`src/rtl/arb_pkg.sv`:
```
// Shared definitions for the N-channel request/grant arbiter.
//   arb_state_e : controller state (IDLE, GRANT)
//   ARB_FIXED / ARB_RR : arbitration mode selectors fed to arb_pick
//   arb_wrap_inc : modulo-N increment used for the round-robin pointer
package arb_pkg;

  typedef enum logic {
    IDLE  = 1'b0,
    GRANT = 1'b1
  } arb_state_e;

  localparam logic ARB_FIXED = 1'b0;
  localparam logic ARB_RR    = 1'b1;

  // (v + 1) mod n without a divider; v is always < n.
  function automatic int arb_wrap_inc(input int v, input int n);
    return (v + 1 >= n) ? 0 : v + 1;
  endfunction

endpackage

```
`src/rtl/arb_pick.sv`:
```
// Combinational winner selection.
//   req    : raw request vector
//   mask   : channels excluded from this pick (bit set = excluded)
//   ptr    : round-robin search start (ignored in fixed mode)
//   mode   : ARB_FIXED = lowest index wins, ARB_RR = first set bit at/after ptr
//   win    : one-hot winner (all zero when nothing eligible)
//   win_id : index of the winner (0 when nothing eligible)
//   any    : at least one eligible request
module arb_pick
  import arb_pkg::*;
#(
  parameter  int N   = 4,
  localparam int IDW = (N > 1) ? $clog2(N) : 1
) (
  input  logic [N-1:0]   req,
  input  logic [N-1:0]   mask,
  input  logic [IDW-1:0] ptr,
  input  logic           mode,
  output logic [N-1:0]   win,
  output logic [IDW-1:0] win_id,
  output logic           any
);

  logic [N-1:0] cand;
  int           start;

  assign cand  = req & ~mask;
  assign start = (mode == ARB_RR) ? int'(ptr) : 0;

  // Wrapping search done as two linear passes: first the indices at or
  // above the start point, then everything from 0. The second pass only
  // matters when nothing was found in the first, which is exactly the
  // wrap-around case, so non-power-of-2 N needs no special handling.
  always_comb begin
    win    = '0;
    win_id = '0;
    any    = 1'b0;
    for (int i = 0; i < N; i++) begin
      if (!any && cand[i] && (i >= start)) begin
        any    = 1'b1;
        win_id = IDW'(i);
      end
    end
    for (int i = 0; i < N; i++) begin
      if (!any && cand[i]) begin
        any    = 1'b1;
        win_id = IDW'(i);
      end
    end
    for (int i = 0; i < N; i++) begin
      if (any && (win_id == IDW'(i))) win[i] = 1'b1;
    end
  end

endmodule

```
`src/rtl/rr_arbiter_n.sv`:
```
// N-channel request/grant arbiter with registered one-hot grants.
//   clk       : rising-edge clock
//   rst_n     : active-low reset, asserted asynchronously, released on clk
//   req       : request vector, bit i = requester i
//   gnt       : registered one-hot grant, zero when idle
//   gnt_id    : index of the granted requester, holds last value when idle
//   gnt_valid : |gnt, registered
// Parameters: N channels, MODE (0 fixed priority, 1 round-robin),
// HOLD (owner keeps grant while requesting), MAX_HOLD (burst limit, 0 = none).
module rr_arbiter_n
  import arb_pkg::*;
#(
  parameter  int N        = 4,
  parameter  int MODE     = 1,
  parameter  int HOLD     = 1,
  parameter  int MAX_HOLD = 0,
  localparam int IDW      = (N > 1) ? $clog2(N) : 1
) (
  input  logic           clk,
  input  logic           rst_n,
  input  logic [N-1:0]   req,
  output logic [N-1:0]   gnt,
  output logic [IDW-1:0] gnt_id,
  output logic           gnt_valid
);

  localparam int   HW       = (MAX_HOLD > 1) ? $clog2(MAX_HOLD) : 1;
  localparam int   CNTW     = (HW > IDW) ? HW : IDW;
  localparam int   LIMIT    = (MAX_HOLD > 0) ? MAX_HOLD - 1 : 0;
  localparam logic MODE_SEL = (MODE != 0) ? ARB_RR : ARB_FIXED;

  // Reset synchroniser: assertion reaches the state immediately, release
  // is delayed two edges so no flop leaves reset on a metastable edge.
  logic [1:0] rst_sync_q;
  logic       arst_n;

  always_ff @(posedge clk or negedge rst_n) begin
    if (!rst_n) rst_sync_q <= 2'b00;
    else        rst_sync_q <= {rst_sync_q[0], 1'b1};
  end

  assign arst_n = rst_sync_q[1];

  arb_state_e     state_q, state_d;
  logic [IDW-1:0] ptr_q, ptr_d;
  logic [CNTW-1:0] cnt_q, cnt_d;
  logic [N-1:0]   gnt_q, gnt_d;
  logic [IDW-1:0] gnt_id_q, gnt_id_d;
  logic           gnt_valid_q, gnt_valid_d;

  logic           owner_req;
  logic           others_req;
  logic           limit_hit;
  logic           hold_owner;
  logic [N-1:0]   pick_mask;
  logic [N-1:0]   pick_win;
  logic [IDW-1:0] pick_id;
  logic           pick_any;
  logic           take_pick;

  // gnt_q is one-hot, so masking req with it tells whether the owner is
  // still requesting without indexing by gnt_id.
  assign owner_req  = |(req & gnt_q);
  assign others_req = |(req & ~gnt_q);
  assign limit_hit  = (MAX_HOLD > 0) && (cnt_q == CNTW'(LIMIT));
  assign hold_owner = (HOLD != 0) && (state_q == GRANT) && owner_req;

  // Only the burst-limit hand-over excludes the current owner; every other
  // pick sees the full request vector.
  assign pick_mask = (hold_owner && limit_hit) ? gnt_q : '0;

  arb_pick #(
    .N (N)
  ) u_pick (
    .req    (req),
    .mask   (pick_mask),
    .ptr    (ptr_q),
    .mode   (MODE_SEL),
    .win    (pick_win),
    .win_id (pick_id),
    .any    (pick_any)
  );

  always_comb begin
    state_d   = state_q;
    ptr_d     = ptr_q;
    cnt_d     = cnt_q;
    gnt_d     = '0;
    gnt_id_d  = gnt_id_q;
    take_pick = 1'b0;

    if (hold_owner) begin
      if (!limit_hit) begin
        gnt_d = gnt_q;
        if (MAX_HOLD > 0) cnt_d = cnt_q + CNTW'(1);
      end else if (others_req) begin
        take_pick = 1'b1;
      end else begin
        // Nobody else wants the resource: the owner starts a fresh burst.
        gnt_d = gnt_q;
        cnt_d = '0;
      end
    end else begin
      // Idle, non-holding mode, or the owner released: pick in the same
      // cycle so a hand-over never inserts an idle bubble.
      take_pick = 1'b1;
    end

    if (take_pick) begin
      if (pick_any) begin
        state_d  = GRANT;
        gnt_d    = pick_win;
        gnt_id_d = pick_id;
        cnt_d    = '0;
        ptr_d    = IDW'(arb_wrap_inc(int'(pick_id), N));
      end else begin
        state_d = IDLE;
      end
    end
  end

  assign gnt_valid_d = |gnt_d;

  always_ff @(posedge clk or negedge arst_n) begin
    if (!arst_n) begin
      state_q     <= IDLE;
      ptr_q       <= '0;
      cnt_q       <= '0;
      gnt_q       <= '0;
      gnt_id_q    <= '0;
      gnt_valid_q <= 1'b0;
    end else begin
      state_q     <= state_d;
      ptr_q       <= ptr_d;
      cnt_q       <= cnt_d;
      gnt_q       <= gnt_d;
      gnt_id_q    <= gnt_id_d;
      gnt_valid_q <= gnt_valid_d;
    end
  end

  assign gnt       = gnt_q;
  assign gnt_id    = gnt_id_q;
  assign gnt_valid = gnt_valid_q;

endmodule

```
`config.mk`:
```
export PLATFORM = sky130hd
export DESIGN_NAME = rr_arbiter_n
export DESIGN_NICKNAME = d
export VERILOG_FILES = /design/src/rtl/arb_pkg.sv /design/src/rtl/arb_pick.sv /design/src/rtl/rr_arbiter_n.sv
export SDC_FILE = /design/constraint.sdc
export NUM_CORES = 1
export LEC_CHECK = 0
export BUFFER_PORTS_ARGS = -buffer_cell sky130_fd_sc_hd__buf_4
export CORE_UTILIZATION = 35
export CTS_CLUSTER_DIAMETER = 50
export DETAILED_ROUTE_END_ITERATION = 8
export GPL_TIMING_DRIVEN = 0
export MAX_ROUTING_LAYER = met4
export PLACE_DENSITY = 0.65
export SYNTH_ARGS = -nofsm -noshare
export SYNTH_HDL_FRONTEND = slang
export SYNTH_SLANG_ARGS = --single-unit
```
`constraint.sdc`:
```
create_clock -name clk -period 0.8 [get_ports clk]
set_clock_uncertainty 0.05 [all_clocks]
set_input_delay 0.04 -clock clk [delete_from_list [all_inputs] [get_ports clk]]
set_output_delay 0.04 -clock clk [all_outputs]
set_load 0.01 [all_outputs]
```
==> results of run 1 <==
[power groups by stage]
stage          clock [mW]  combinational (mW)  sequential, mW
2_1_floorplan           0               0.999            1.06
3_3_place_gp            0                1.51            1.01
3_5_place_dp            0                1.54            1.02
4_1_cts             0.501                2.14            1.03
5_1_grt             0.538                2.48            1.13
6_report            0.508                2.30            1.11
[per-stage QoR]
stage	util, %	setup slack, ns
after floorplan	-	-0.857
after global placement	45.7	-0.972
after detailed placement	45.7	-0.950
after CTS	56.6	-0.918
after global routing	59.9	-0.966
final	59.9	-0.885
[placed cells by master (no fill, tap or decap), types with 2 or more instances in the layout]
cell type / synthesis / final
clkbuf_4: 0 / 3
inv_1: 3 / 3
buf_6: 1 / 13
dfrtp_2: 0 / 2
nand2_1: 6 / 5
nor2_1: 2 / 2
o21ai_1: 1 / 3
dfrtp_1: 12 / 10
mux2i_1: 3 / 2
buf_4: 1 / 12
nand2_2: 1 / 2
a22oi_2: 0 / 2
[registers in the layout, indices dropped and copies added, names as in the netlist]
signal      cells
rst_sync_q      2
gnt_id          2
gnt             4
ptr_q           2
gnt_valid       1
state_q         1
[how the worst min path moves through the flow]
stage,from,end,slack [ns],depth (start not counted)
global route,rst_n,rst_sync_q[0],0.03,2
floorplan,rst_n,rst_sync_q[0],-0.31,0
detailed placement,rst_n,rst_sync_q[1],-0.23,1
CTS,rst_n,rst_sync_q[0],0.02,2
finish,rst_n,rst_sync_q[1],0.02,2
global placement,rst_n,rst_sync_q[0],-0.23,1
[cell usage after synthesis]
master / number / area share, %
buf_4: 1 / 1.2
inv_2: 1 / 0.59
a22oi_1: 2 / 2.4
conb_1: 1 / 0.59
buf_6: 1 / 1.8
o21ai_1: 1 / 0.79
o31ai_2: 1 / 2.0
nand2_2: 1 / 0.99
dfrtp_1: 12 / 47
inv_1: 3 / 1.8
nand3b_1: 1 / 1.2
ha_1: 2 / 3.9
a22o_1: 1 / 1.4
a21oi_1: 2 / 1.6
mux2i_1: 3 / 4.7
nor2b_1: 3 / 3.0
nor3_1: 1 / 0.79
a2bb2oi_1: 1 / 1.4
o21ai_0: 5 / 3.9
o21a_1: 1 / 1.2
o22ai_1: 1 / 0.99
a211oi_4: 1 / 3.2
a21boi_1: 1 / 1.2
nand2b_4: 1 / 2.2
o2bb2ai_1: 1 / 1.4
a21o_1: 1 / 1.2
mux2_1: 1 / 1.8
nor2_1: 2 / 1.2
and2_1: 1 / 0.99
nand2_1: 6 / 3.6
[per-layer routing]
metal / share of wire (%) / vias to the layer above / GRT usage (%)
met3: 1.4 / 4 / 1.22
li1: - / 263 / -
met4: 2.4 / 0 / 10.9
met1: 47 / 263 / 21.3
met2: 49 / 9 / 23.2
met5: 0 / - / -
[critical path, delay by kind of cell, from the launching register on]
| kind | cells | cell delay, ns |
|---|---|---|
| AOI/OAI and AO/OA | 4 | 0.50 |
| adders and majority gates | 1 | 0.18 |
| buffers and inverters | 1 | 0.15 |
| DFF | 1 | 0.45 |
| and+or+nand+nor | 2 | 0.25 |
[kinds of logic (layout without fill, tap and decap cells)]
family / Yosys count / in the layout / share of synthesized area, %
AOI/OAI and AO/OA: 19 / 19 / 22.5
adders and majority gates: 2 / 2 / 3.94
buffers and inverters: 6 / 34 / 5.33
DFF: 12 / 12 / 47.3
muxes: 4 / 4 / 6.51
other: 1 / 1 / 0.591
and+or+nand+nor: 16 / 16 / 13.8
[what timing repair did]
action / CTS / global route
pin swaps: 9 / 7
hold buffers: 1 / 0
cloned: 0 / 0
setup buffers: 9 / 4
setup endpoints to repair: 16 / 16
endpoints found under the hold margin: 2 / 0
gates resized for setup: 20 / 14
[area by class of cell]
cell class              count  area [sq um]  area share, %
clock buffers               4          36.3           3.55
flip-flops and latches     12           303           29.6
plain buffers               1          7.51          0.734
well taps                  25          31.3           3.06
multi-input cells          42           390           38.2
repair buffers             25           239           23.4
inverters                   4          15.0           1.47
==> results_dict.tcl, run 1 <==
set metrics [dict create \
    max_stage_delay_ns 0.45 \
    diodes 0 \
    setup.worst_path.start_class "flop" \
    end_kind "flop" \
    netlist_instances 60 \
    r2r-start "ptr_q[1]" \
    cp.arrival_ns 1.81 \
    swShare_pct 36.6 \
    crit_fanout 5 \
    io_buffers 12 \
    path_clk_slew_ns 0.09 \
    grtUsageTotal_pct 16.1 \
    required_ns 0.92 \
    seqPwrFrac_pct 28.4 \
    num_rows 15 \
    wirelength_um 1490 \
    endpoint "gnt_valid" \
    p_switching_mw 1.44 \
    synth_fp_nets 68 \
    status "finished, violations left" \
    final-hold-violation-count 0 \
    die_h_um 44.6 \
    startpoint "ptr_q[1]" \
    stdcell_area_sq_mm 0.00102 \
    slowest_stage "dfrtp_2" \
    fmax_ghz 0.594 \
    ys_seq_area_share_pct 47.3 \
    area_delta_synth_final_pct 61.1 \
    dpl.cell_count 97 \
    setup_tns_ns -7.05 \
    avgSynthCellArea_sq_um 10.6 \
    synth.distinct_cells 30 \
    clock_path_buffers 2 \
    routed_via_density 4.77 \
    layout-drive-gt1-share_pct 59.1 \
    power.total_mw 3.92 \
    clkLatencyLatePin_ns 0.28 \
    dr.pass1.iters 4 \
    hp-class "in -> async" \
    htreeDepth 1 \
    dpl.hpwl_um 930 \
    maxSlewViolCount 0 \
    grt_pass1_vias 507 \
    cts-buffers-inserted 3 \
    cts_root_buffer "clkbuf_4" \
    routed-via-count 539 \
    dieArea_sq_mm 0.00199 \
    chipWidth_um 44.6 \
    grt_pass1_wl_um 2190 \
    p_per_area_mw_per_mm2 3840 \
    post_drt_wl_per_cell_um 13.2 \
    ys_warn_count 0 \
    antenna_found_initial 0 \
    violations "negative setup slack" \
    combPwrFrac_pct 58.7 \
    core-area_sq_mm 0.00171 \
    setup_viol 16 \
    fin_cells 113 \
    p_leak_nw 0.457 \
    grt_max_degree 11 \
    intPower_mw 2.48 \
    gp_congestion 0.789 \
    rsz0062_at_grt "true" \
    reg2reg_depth 8 \
    grt_overflow_total 0 \
    ant_nets 0 \
    fill_cells 139 \
    r2r_slack_ns -0.88 \
    path_cells "nand2_1, a21oi_2, a211oi_4, buf_4, ha_2, nor3_2, o21ai_1, a21o_1" \
    layout.nets 97 \
    ys_ff_latch 12 \
    holdWs_ns 0.0165 \
    drc 0 \
    period_share_pct 211 \
    min_period_ns 1.68 \
    p_clk_share_pct 12.9 \
    drt_iter0_drc 10 \
    critPathKind "reg -> reg" \
    cts_num_sinks 12 \
    rr_endpoint "gnt_valid" \
    vdd_drop_max_uv 1620 \
    setup_slack_ns -0.885 \
    cap_violations 0 \
    placed_area_sq_um 781 \
    synth.cell_area_sq_um 634 \
    start_util_pct 37.1 \
    cts_tree "yes" \
    ios 13 \
]
Power figures use the tool's default switching activity.
==> inputs of run 2 (changes only) <==
PLACE_DENSITY = 0.67   (was 0.65)
==> run 2 against run 1 <==
  * The flow still finishes with violations (negative setup slack)
  * Clock-buffer cell count unchanged
  * Global-route usage up 1.9 points
  * Power up 3.2%
  * Wire length up 0.87%
  * Design area up 2.8%
  * Die area unchanged
  * Sequential share of layout area down 0.81 points
  * Final cell count up 2.7%
  * Register-to-register slack worse by 0.02 ns
  * Sequential power about the same
  * First-iteration DRC count up 60%
  * Critical path depth down 1
==> results_dict.tcl, run 2 (synthesized netlist as in run 1, its figures left out) <==
set metrics [dict create \
    status "finished, violations left" \
    violations "negative setup slack" \
    ant_nets 0 \
    setup.worst_path.start_class "flop" \
    p_leak_nw 0.473 \
    combPwrFrac_pct 61.3 \
    seqPwrFrac_pct 27.0 \
    grt_pass1_vias 564 \
    cts_tree "yes" \
    p_per_area_mw_per_mm2 3850 \
    diodes 0 \
    period_share_pct 213 \
    p_clk_share_pct 11.7 \
    fin_cells 116 \
    dpl.hpwl_um 916 \
    clock_path_buffers 2 \
    htreeDepth 1 \
    startpoint "ptr_q[1]" \
    gp_congestion 0.730 \
    area_delta_synth_final_pct 65.7 \
    placed_area_sq_um 781 \
    die_h_um 44.6 \
    drc 0 \
    min_period_ns 1.71 \
    hp-class "in -> async" \
    num_rows 15 \
    largest_reg_flops 4 \
    cts-buffers-inserted 3 \
    swShare_pct 35.9 \
    start_util_pct 37.1 \
    io_buffers 12 \
    r2r-start "ptr_q[1]" \
    grt_max_degree 11 \
    rsz0062_at_grt "true" \
    cts_num_sinks 12 \
    maxSlewViolCount 0 \
    routed_via_density 4.82 \
    p_switching_mw 1.45 \
    critPathKind "reg -> reg" \
    cap_violations 0 \
    routed-via-count 559 \
    wirelength_um 1500 \
    grtUsageTotal_pct 18.0 \
    dieArea_sq_mm 0.00199 \
    final-hold-violation-count 0 \
    ios 13 \
    stdcell_area_sq_mm 0.00105 \
    vdd_drop_max_uv 2410 \
    clkLatencyLatePin_ns 0.27 \
    required_ns 0.91 \
    grt_pass1_wl_um 2470 \
    drt_iter0_drc 16 \
    fmax_ghz 0.586 \
    dpl.cell_count 97 \
    setup_slack_ns -0.906 \
    crit_fanout 5 \
    intPower_mw 2.60 \
    path_clk_slew_ns 0.08 \
    core-area_sq_mm 0.00171 \
    setup_viol 16 \
    chipWidth_um 44.6 \
    cts_root_buffer "clkbuf_4" \
    cp.arrival_ns 1.82 \
    layout-drive-gt1-share_pct 58.2 \
    layout_common_cells "buf_4 (14), buf_6 (14), dfrtp_1 (10)" \
    layout.nets 100 \
    end_kind "flop" \
    antenna_found_initial 0 \
    dr.pass1.iters 6 \
    post_drt_wl_per_cell_um 12.9 \
    grt_overflow_total 0 \
]
## run 2: metrics by stage
stage                     setup slack, ns  setup TNS (ns)  utilization (%)  total power [mW]  hold WS [ns]
after detailed placement           -0.997           -5.64             45.7              2.54        -0.227
final                              -0.906           -7.27             61.5              4.05        0.0397
after global routing                -1.00           -8.06             61.5              4.30        0.0618
after global placement             -0.973           -5.47             45.7              2.51        -0.228
after floorplan                    -0.857           -4.70                -              2.06        -0.306
after CTS                          -0.941           -7.35             58.8              3.84        0.0378
## run 2: worst paths after layout
path | endpoint | slack [ns] | cells past startpoint
max in group asynchronous | ptr_q[0] | 0.26 | 0
worst min register to register | gnt_id[1] | 0.12 | 0
worst max register to register | gnt_valid | -0.91 | 7
worst max-delay path | gnt_valid | -0.91 | 7
min in group clk | state_q | 0.10 | 3
worst min-delay path | rst_sync_q[0] | 0.04 | 2
## run 2: per-layer routing
layer / part of all wire (%) / vias up / track usage [%]
met3: 3.5 / 2 / 2.45
met2: 54 / 12 / 28.2
met5: 0 / - / -
met1: 42 / 277 / 21.9
li1: - / 268 / -
met4: 0.80 / 0 / 10.9
## run 2: critical path: stages, from the launching register on
cell	delay, ns
dfrtp_2	0.46
mux2i_4	0.20
a211oi_4	0.28
inv_2	0.09
ha_4	0.17
nor3_2	0.09
o21ai_1	0.10
a21o_1	0.16
## run 2: power groups by stage
| stage | clock network (mW) | registers, mW | logic [mW] |
|---|---|---|---|
| 6_report | 0.474 | 1.09 | 2.48 |
| 5_1_grt | 0.510 | 1.13 | 2.67 |
| 4_1_cts | 0.482 | 1.02 | 2.33 |
| 3_5_place_dp | 0 | 1.01 | 1.53 |
| 3_3_place_gp | 0 | 1.00 | 1.50 |
| 2_1_floorplan | 0 | 1.06 | 0.999 |
## run 2: cell type report
cell class | count | area, sq um
repair buffers | 28 | 265
fillers | 137 | 657
multi-input cells | 42 | 393
clock buffers | 4 | 36.3
well taps | 25 | 31.3
plain buffers | 1 | 7.51
inverters | 4 | 15.0
flip-flops and latches | 12 | 303
## run 2: repair_timing
item                                    CTS  global route
hold endpoints to repair                  2             0
pin swaps                                11             4
hold buffers                              1             0
buffers inserted                         14             3
endpoints found under the setup margin   16            16
gates resized for setup                  22            11
==> inputs of run 3 (changes only) <==
CORE_MARGIN = 1.5   (was not set)
SLEW_MARGIN = 30   (was not set)
==> run 3 against run 2 <==
  * The flow still finishes with violations (negative setup slack)
  * Global-route usage decreased by 1.8 points
  * Sequential cell count unchanged
  * Non-clock buffer count decreased by 7
  * Critical path depth unchanged
  * Utilization decreased by 4.0 points
  * Design area decreased by 6.5%
  * Sequential share of layout area increased by 2.0 points
  * Hold slack got worse by 0.015 ns
  * Combinational power decreased by 16%
  * Final cell count decreased by 6.0%
  * Highest routed layer unchanged
==> results_dict.tcl, run 3 (synthesized netlist as in run 1, its figures left out) <==
set metrics [dict create \
    core-area_sq_mm 0.00171 \
    setup_slack_ns -0.893 \
    ios 13 \
    min_period_ns 1.69 \
    end_kind "flop" \
    cts_tree "yes" \
    grt_pass1_vias 540 \
    diodes 0 \
    vdd_drop_max_uv 1920 \
    p_leak_nw 0.433 \
    cts-buffers-inserted 3 \
    drt_iter0_drc 1 \
    clkLatencyLatePin_ns 0.28 \
    chipWidth_um 45.6 \
    clock_path_buffers 2 \
    required_ns 0.92 \
    grtUsageTotal_pct 16.2 \
    grt_pass1_wl_um 2320 \
    antenna_found_initial 0 \
    layout.nets 93 \
    fmax_ghz 0.591 \
    routed_via_density 4.82 \
    setup_viol 16 \
    p_per_area_mw_per_mm2 3750 \
    violations "negative setup slack" \
    dieArea_sq_mm 0.00208 \
    dpl.hpwl_um 933 \
    crit_fanout 4 \
    setup_tns_ns -6.76 \
    fin_cells 109 \
    stdcell_area_sq_um 982 \
    start_util_pct 37.1 \
    final_common_cell "buf_6" \
    fill_cells 144 \
    setup.worst_path.start_class "flop" \
    cts_root_buffer "clkbuf_4" \
    final-hold-violation-count 0 \
    dpl.cell_count 97 \
    die_h_um 45.6 \
    gp_congestion 0.735 \
    largest_reg_flops 4 \
    drc 0 \
    hp-class "in -> async" \
    cp.arrival_ns 1.82 \
    layout-drive-gt1-share_pct 56.0 \
    cts_num_sinks 12 \
    cap_violations 0 \
    reg2reg_depth 7 \
    path_clk_slew_ns 0.08 \
    rsz0062_at_grt "true" \
    placed_area_sq_um 781 \
    grt_max_degree 11 \
    status "finished, violations left" \
    io_buffers 12 \
    period_share_pct 212 \
    area_delta_synth_final_pct 54.8 \
    grt_overflow_total 0 \
    num_rows 15 \
    wirelength_um 1430 \
    routed-via-count 525 \
    maxSlewViolCount 0 \
    layout_common_cells "buf_6 (11), buf_4 (10), dfrtp_1 (10)" \
    critPathKind "reg -> reg" \
    dr.pass1.iters 4 \
    htreeDepth 1 \
    post_drt_wl_per_cell_um 13.1 \
    ant_nets 0 \
]
[run 3: changes by cell type in the layout (fill, tap and decap cells not counted), sizes merged]
| cell | delta |
|---|---|
| buf | -7 |
[run 3: final cells by class]
type | count | area (sq um) | area share [%]
Multi-Input combinational cell | 42 | 388 | 39.5
Sequential cell | 12 | 303 | 30.8
Inverter | 4 | 15.0 | 1.53
Clock buffer | 4 | 36.3 | 3.69
Buffer | 1 | 7.51 | 0.764
Tap cell | 25 | 31.3 | 3.18
Timing Repair Buffer | 21 | 201 | 20.5
[run 3: worst paths after layout]
check | start | endpoint | slack (ns)
max in group asynchronous | rst_sync_q[1] | ptr_q[0] | 0.26
min in group clk | req[2] | gnt[3] | 0.08
worst min-delay path | rst_n | rst_sync_q[0] | 0.02
worst max-delay path | ptr_q[0] | gnt_valid | -0.89
worst max register to register | ptr_q[0] | gnt_valid | -0.89
worst min register to register | rst_sync_q[1] | gnt_valid | 0.12
[run 3: what timing repair did]
action	4_1_cts	5_1_grt
resized for setup	9	21
pin swaps	6	7
buffers inserted	3	5
hold buffers	1	0
setup endpoints to repair	16	16
hold endpoints to repair	2	0
[run 3: where the power goes]
group / leakage, nW / switching (mW) / internal [mW]
logic: 0.272 / 0.876 / 1.21
clock network: 0.0210 / 0.217 / 0.277
registers: 0.140 / 0.262 / 0.843
total: 0.433 / 1.35 / 2.33
[run 3: critical path, stage by stage (launching register included)]
cell and delay, ns:
dfrtp_2 0.44, nor2b_4 0.06, o21ai_0 0.29, o21ai_4 0.13, ha_2 0.22, nor3_4 0.15, o21ai_1 0.09, a21o_1 0.16
[run 3: metal layers]
metal  vias to the layer above  routed length, um  share of wire [%]  global-route usage (%)
met1                       259                627                 44                    21.4
met4                         0                 29                2.0                    8.82
met2                         7                744                 52                    23.7
li1                        255                  -                  -                       -
met3                         4                 30                2.1                    2.38
met5                         -                  0                  0                       -
[run 3: through the flow]
step                hold slack (ns)  util, %  power, mW  setup slack [ns]
global placement             -0.227     45.7       2.50            -0.967
CTS                          0.0335     51.6       3.27             -1.00
detailed placement           -0.226     45.7       2.54             -1.00
global route                 0.0550     57.5       3.94            -0.975
finish                       0.0249     57.5       3.68            -0.893
floorplan                    -0.306        -       2.06            -0.857
